File: config.mk
export PLATFORM = sky130hd
export DESIGN_NAME = breathing_led_array
export DESIGN_NICKNAME = d
export VERILOG_FILES = /design/src/rtl/breathing_led_array.sv
export SDC_FILE = /design/constraint.sdc
export NUM_CORES = 1
export LEC_CHECK = 0
export ABC_AREA = 1
export CAP_MARGIN = 20
export CORE_MARGIN = 2
export CORE_UTILIZATION = 54
export CTS_BUF_LIST = sky130_fd_sc_hd__clkbuf_4 sky130_fd_sc_hd__clkbuf_8 sky130_fd_sc_hd__clkbuf_16
export DETAILED_ROUTE_END_ITERATION = 16
export GPL_TIMING_DRIVEN = 0
export HOLD_SLACK_MARGIN = 0.12
export PLACE_DENSITY = 0.79
export SYNTH_ARGS = -nofsm -noshare
export SYNTH_HDL_FRONTEND = slang
export SYNTH_SLANG_ARGS = --single-unit
File: constraint.sdc
create_clock -name clk -period 2.05 [get_ports clk]
set_clock_uncertainty 0.1 [all_clocks]
set_input_delay 0.615 -clock clk [delete_from_list [all_inputs] [get_ports clk]]
set_output_delay 0.615 -clock clk [all_outputs]
set_load 0.02 [all_outputs]
File: src/rtl/breathing_led_array.sv
// breathing_led_array: multi-channel breathing-LED PWM generator with per-channel phase offset
module breathing_led_array #(
  parameter int N_CH      = 4,
  parameter int DUTY_W    = 8,
  parameter int TICK_DIV  = 105488,
  parameter int PHASE_OFS = 64
) (
  input  logic              clk,
  input  logic              rstn,
  input  logic              en,
  input  logic [1:0]        mode,
  input  logic [DUTY_W-1:0] static_duty,
  output logic [N_CH-1:0]   breath_out,
  output logic              cycle_pulse,
  output logic [DUTY_W-1:0] level0
);
  localparam int M  = 2 ** DUTY_W;
  localparam int TW = TICK_DIV > 1 ? $clog2(TICK_DIV) : 1;
  logic [DUTY_W-1:0] pwm_cnt;
  logic [TW-1:0]     tick;
  logic [DUTY_W:0]   pos;
  logic              run;
  logic              step;
  logic [DUTY_W-1:0] level [N_CH];
  logic [N_CH-1:0]   cmp;
  assign run  = en && !mode[1];
  assign step = run && tick == TW'(TICK_DIV - 1);
  for (genvar i = 0; i < N_CH; i++) begin : g_ch
    localparam logic [DUTY_W:0] OFS = (DUTY_W + 1)'((i * PHASE_OFS) % (2 * M));
    logic [DUTY_W:0] p;
    assign p        = pos + OFS;
    // triangle folds the upper half of the phase back down: 0..M-1, M-1..0
    assign level[i] = mode == 2'd0 ? (p[DUTY_W] ? ~p[DUTY_W-1:0] : p[DUTY_W-1:0]) :
                      mode == 2'd1 ? p[DUTY_W-1:0] :
                      mode == 2'd2 ? static_duty : '0;
    assign cmp[i]   = en && pwm_cnt < level[i];
  end
  always_ff @(posedge clk or negedge rstn)
    if (!rstn) begin
      pwm_cnt     <= '0;
      tick        <= '0;
      pos         <= '0;
      cycle_pulse <= 1'b0;
      breath_out  <= '0;
      level0      <= '0;
    end else begin
      pwm_cnt     <= pwm_cnt + 1'b1;
      tick        <= (mode == 2'd3 || step) ? '0 : run ? tick + 1'b1 : tick;
      pos         <= mode == 2'd3 ? '0 : step ? pos + 1'b1 : pos;
      cycle_pulse <= step && &pos;
      breath_out  <= cmp;
      level0      <= en ? level[0] : '0;
    end
endmodule

==> impl_metrics.tcl, run 1 <==
set metrics [dict create \
    yosysWarnings 0 \
    report.final.hold_viol_count 0 \
    ys_seq_area_share_pct 33.26 \
    placed_cell_area_mm2 0.003931 \
    grt_first_pass_wirelength_um 16080 \
    relSlewSlack_pct 64.21 \
    setup_viol 3 \
    async_flop_share_pct 100.0 \
    place_congestion 0.9520 \
    worst_pin_slew_ns 0.5368 \
    wl_per_cell_um 16.22 \
    crit_chain "buf_4 -> xnor2_1 -> inv_1 -> nor2_1 -> o21ai_1 -> ha_1 -> nand2_1 -> inv_2 -> nand3_1 -> nand3_1 -> a21oi_2" \
    post-route-period-util_pct 108.9 \
    postSynthAreaPerCell_um2 7.306 \
    violations "setup timing" \
    start_util_pct 55.68 \
    ys_ff_latch 47 \
    cpMaxStageDelayCell "dfrtp_1" \
    first_global_vias 3404 \
    die_x_um 84.92 \
    synthCells 484 \
    cts_tree "built" \
    holdPathStages 1 \
    powerDensity_mw_per_mm2 558.6 \
    worstReg2RegEnd "breath_out[1]" \
    cts_sinks 47 \
    yosys-top-cells-area "dfrtp_1 33%, ha_1 12%, nand2_1 9.9%, o21ai_0 9.8%, nor2_1 7.0%" \
    synth.most_common_cell "nand2_1" \
    synth_fp_nets 531 \
    placement_rows 29 \
    min_from "pwm_cnt[0]" \
    drt_iter0_markers 423 \
    peakVddDrop_v 0.0003574 \
    clk_latency_ns 0.31 \
    port-buffer-count 25 \
    p_leak_nw 2.147 \
    grt_remaining_overflow 0 \
    fin_setup_tns_ns -0.2739 \
    die-area_mm2 0.007211 \
    grt_max_degree 35 \
    outcome "finished, violations left" \
    stdcell_count 624 \
    firstDrtPassIters 7 \
    startpoint_type "flop" \
    diodes 0 \
    drt-vias-per-instance 5.912 \
    die_h_um 84.92 \
    ys_types 36 \
    slew_violations 0 \
    synthToLayoutAreaGrowth_pct 27.53 \
    min_to "pwm_cnt[0]" \
    coreArea_mm2 0.006350 \
    arrival_ns 2.37 \
    fin_worst_hold_slack_ns 0.4717 \
    ioPinCount 26 \
    reg2reg_slack_ns -0.18 \
    synth_top_area_share_pct 33.26 \
    critPathMaxFanout 10 \
    fin_area_mm2 0.004509 \
    clkTransAtPathRegs_ns 0.09 \
    max_stage_delay_ns 0.42 \
    yosys-top-cells-count "93 x nand2_1, 69 x o21ai_0, 66 x nor2_1" \
    crit_type "flop to flop" \
    clock-root-buffer "clkbuf_8" \
    max_freq_mhz 448.1 \
    ant_nets 0 \
    yosys.area.top_type "dfrtp_1" \
    wirelength_um 10120 \
    drv_cap 0 \
    min-delay-path-class "flop to flop" \
    vias 3689 \
    htreeDepth 2 \
    rr_worst_depth 11 \
    dp_cells 587 \
    antenna_found_initial 0 \
    synth_area_mm2 0.003536 \
    crit_top_cell "nand3_1" \
    cp-startpoint "pos[8]" \
    finalNetCount 593 \
    synth_edf_count 0 \
    rsz0062_at_grt "true" \
    drc 0 \
    ys_dominant_reg_cell "dfrtp_1" \
    hpwlAfterDp_um 6590 \
    required_ns 2.19 \
    period_minus_slack_ns 2.232 \
    cts_made_buffers 5 \
    r2r_start "pos[8]" \
    drive_gt1_share_pct 22.67 \
    grt_use_total_pct 27.85 \
    endpoint_kind "flop" \
    setup_slack_ns -0.1815 \
    clockBufferDepth 2 \
]
==> state kept, by name, summed over array words and instances (netlist names) <==
| register | flops |
|---|---|
| tick | 17 |
| pos | 9 |
| level0 | 8 |
| pwm_cnt | 8 |
| breath_out | 4 |
| cycle_pulse | 1 |
==> per-layer routing <==
metal  track usage [%]  wire (um)  vias to the layer above
met1             39.29       4235                     1694
met2             44.60       4640                      219
li1                  -          -                     1736
met5                 0          0                        -
met3             4.767        962                       40
met4             7.504        284                        0
==> critical path: cells and delay by family (launching register included) <==
family          cells  cell delay (ns)
compound gates      2             0.25
fa+ha+maj           1             0.30
buf+inv             3             0.40
xor+xnor            1             0.27
flops               1             0.42
simple gates        4             0.41
==> report_power, final <==
part / total [W] / switching (W) / internal, W / leakage [nW]
sequential: 0.00102 / 0.0000451 / 0.000979 / 0.621
clock: 0.000711 / 0.000343 / 0.000368 / 0.0548
combinational: 0.000784 / 0.000478 / 0.000305 / 1.47
==> cell families after synthesis <==
logic type                 share of synthesized area [%]
and+or+nand+nor                                    29.09
adders and majority gates                          12.03
buffers and inverters                              8.174
xor gates and xnor gates                           3.220
DFF                                                33.26
AOI/OAI and AO/OA                                  14.22
==> through the flow <==
step	utilization (%)	setup WS [ns]	power, W
2_1_floorplan	-	-0.02441	0.001448
3_3_place_gp	61.67	-1.025	0.001643
3_5_place_dp	61.91	-0.9663	0.001672
4_1_cts	68.24	-0.02456	0.002448
5_1_grt	71.01	-0.2465	0.002653
6_report	71.01	-0.1815	0.002519
==> layout make-up <==
type	instances	area [um^2]
clock inverters	3	46.29
flip-flops and latches	47	1179
repair buffers	54	473.0
clock buffers	5	68.82
well taps	77	96.34
repair inverters	1	7.507
plain buffers	12	103.9
multi-input cells	369	2310
fillers	487	1841
inverters	56	225.2
==> layout by cell type (no fill, tap or decap), drive strengths merged <==
cell	count
nand2	95
nand3b	2
clkinvlp	2
a32o	2
o221ai	1
nand4	6
ha	34
dfrtp	47
o21ai	71
nor3	8
dlygate4sd3	1
buf	41
inv	57
clkdlybuf4s50	20
dlygate4sd2	1
xor2	7
nor2	69
and3	3
a21oi	14
a211oi	6
nor4	1
bufinv	1
or2	1
nor3b	4
xnor2	6
dlymetal6s2s	1
clkbuf	7
nand3	39
==> what timing repair did <==
item,4_1_cts,5_1_grt
hold buffers,1,0
setup buffers,16,10
cloned,2,0
endpoints found under the hold margin,13,0
gates resized for setup,72,42
pin swaps,20,14
endpoints found under the setup margin,8,28
==> how the worst max path moves through the flow <==
stage / end
final: breath_out[1]
after global routing: breath_out[1]
after CTS: breath_out[1]
after detailed placement: breath_out[2]
after global placement: pos[3]
after floorplan: breath_out[3]
No activity file was read; power rests on OpenSTA's default activity.
==> inputs of run 2 (changes only) <==
- ABC_AREA: 1 -> not set
==> run 2 against run 1 <==
  * The flow still finishes with violations (setup timing)
  * Hold slack worse by 0.32 ns
  * Cell count down 14%
  * Sequential cell count unchanged
  * Synthesized area decreased by 0.78%
  * Critical path depth is the same
  * Non-clock buffer count grew 15
  * Routed wire length shrank 2.2%
  * Clock-buffer cell count rose by 1
  * Die area shrank 0.74%
  * Largest cell class unchanged
  * Core utilization up 1.6 points
  * First-iteration DRC count shrank 20%
  * Combinational power decreased by 54%
==> impl_metrics.tcl, run 2 <==
set metrics [dict create \
    peakVddDrop_v 0.0003240 \
    fin_area_mm2 0.004582 \
    synth_fp_nets 442 \
    max_freq_mhz 422.8 \
    grt_remaining_overflow 0 \
    crit_type "flop to flop" \
    clk_latency_ns 0.31 \
    rsz0062_at_grt "true" \
    htreeDepth 2 \
    startpoint_type "flop" \
    antenna_found_initial 0 \
    postSynthAreaPerCell_um2 8.882 \
    setup_viol 7 \
    clock-root-buffer "clkbuf_8" \
    endpoint_kind "flop" \
    arrival_ns 2.45 \
    period_minus_slack_ns 2.365 \
    post-route-period-util_pct 115.4 \
    outcome "finished, violations left" \
    pre_cts_ws_ns -0.9476 \
    relSlewSlack_pct 66.16 \
    violations "setup timing" \
    grt_max_degree 29 \
    clkTransAtPathRegs_ns 0.10 \
    async_flop_share_pct 100.0 \
    ys_dominant_reg_cell "dfrtp_1" \
    slew_violations 0 \
    drc 0 \
    synth-compound-area-share_pct 21.83 \
    ioPinCount 26 \
    firstDrtPassIters 5 \
    placed_cell_area_mm2 0.003979 \
    place_congestion 0.9214 \
    setup_slack_ns -0.3150 \
    ys_ff_latch 47 \
    placement_rows 29 \
    min-delay-path-class "input pin to asynchronous set/reset pin" \
    drt-vias-per-instance 6.512 \
    vias 3497 \
    synth_xor_area_share_pct 4.993 \
    die_x_um 84.61 \
    synth_top_area_share_pct 33.52 \
    required_ns 2.14 \
    synth_top_family_by_area "simple AND/OR/NAND/NOR gates" \
    coreArea_mm2 0.006314 \
    finalNetCount 506 \
    yosys.area_share.simple_pct 22.11 \
    cts_sinks 47 \
    cts_tree "built" \
    first_global_vias 3175 \
    reg2reg_slack_ns -0.31 \
    grt_use_total_pct 26.09 \
    synth_mux_area_share_pct 0.2853 \
    synthAdderAreaFrac_pct 12.13 \
    clockBufferDepth 2 \
    hpwlAfterDp_um 6612 \
    grt_first_pass_wirelength_um 15150 \
    fin_util_pct 72.57 \
    synth_area_mm2 0.003508 \
    final_common_cell "dfrtp_1" \
    drive_gt1_share_pct 26.96 \
    report.final.hold_viol_count 0 \
    powerDensity_mw_per_mm2 419.0 \
    die-area_mm2 0.007158 \
    wirelength_um 9904 \
    drt_iter0_markers 337 \
    ys_types 53 \
    start_util_pct 55.57 \
    wl_per_cell_um 18.44 \
    worst_pin_slew_ns 0.5076 \
    synthCells 395 \
    top_register "tick" \
    die_h_um 84.61 \
    drv_cap 0 \
    yosysWarnings 0 \
    synthToLayoutAreaGrowth_pct 30.60 \
    diodes 0 \
    synth.most_common_cell "dfrtp_1" \
    largest_register_ffs 17 \
    reg_top3 "tick: 17 flops, pos: 9 flops" \
    synth_edf_count 0 \
    yosys-top-cells-area "dfrtp_1 34%, ha_1 12%, a22oi_1 5.8%, o21ai_0 5.3%, nor2_1 3.6%" \
    p_leak_nw 1.962 \
    critPathMaxFanout 6 \
    port-buffer-count 25 \
    p_total_w 0.001920 \
    layout_common_cells "44 x dfrtp_1, 32 x buf_4, 32 x ha_1" \
    cts_made_buffers 5 \
    ys_seq_area_share_pct 33.52 \
    yosys-top-cells-count "47 x dfrtp_1, 37 x o21ai_0, 34 x ha_1, 34 x nor2_1, 27 x a22oi_1" \
    yosys.area.top_type "dfrtp_1" \
    ant_nets 0 \
]
-- run 2: worst paths after layout --
check	start	to	cells past startpoint
max	pos[6]	breath_out[3]	11
min	rstn	breath_out[2]	1
max reg2reg	pos[6]	breath_out[3]	11
min reg2reg	tick[1]	tick[1]	2
max in group asynchronous	rstn	pos[7]	2
min in group clk	tick[1]	tick[1]	2
-- run 2: layer usage --
metal	global-route usage, %	vias to the layer above	share of wire, %
met3	4.621	29	5.5
met1	34.68	1710	43
li1	-	1601	-
met4	9.091	0	2.5
met2	42.95	157	49
met5	0	-	0
-- run 2: where the power goes --
part	switching [W]	leakage, nW	internal (W)
clock network	0.000343	0.0446	0.000253
registers	0.0000140	0.628	0.000948
logic	0.000194	1.29	0.000168
-- run 2: area by class of cell --
class | instances | area, um^2
Multi-Input combinational cell | 312 | 2439
Fill cell | 463 | 1732
Sequential cell | 47 | 1180
Timing Repair Buffer | 57 | 498.0
Buffer | 24 | 230.2
Tap cell | 77 | 96.34
Clock buffer | 6 | 76.32
Inverter | 12 | 50.05
Clock inverter | 2 | 12.51
-- run 2: cells by family after synthesis --
group / after synthesis
XOR/XNOR: 20
multiplexers: 1
buffers and inverters: 36
AO/OA/AOI/OAI: 117
adder cells (fa/ha/maj): 34
AND/OR/NAND/NOR: 140
flip-flops: 47
-- run 2: critical path, cell delays in order, from the launching register on --
cell,delay [ns]
dfrtp_2,0.48
inv_4,0.06
ha_4,0.18
xor2_4,0.16
or2_4,0.27
o21ai_2,0.15
a22oi_2,0.09
ha_1,0.30
o21a_1,0.13
o21ai_2,0.06
a41oi_2,0.17
o21ai_1,0.09
-- run 2: repair_timing --
item                       in CTS  in global routing
setup endpoints to repair      31                 19
gates resized for setup        35                 58
pin swaps                       5                 31
buffers inserted               13                 18
gates cloned                    0                  0
hold buffers                    0                  0
-- run 2: per-stage QoR --
step	std cells	setup TNS (ns)	hold WS (ns)
after detailed placement	498	-23.67	0.4552
after CTS	519	-1.017	0.1713
after global routing	537	-1.413	0.1922
after global placement	497	-73.72	0.4277
final	537	-0.8763	0.1529
after floorplan	395	-0.5759	0.2194
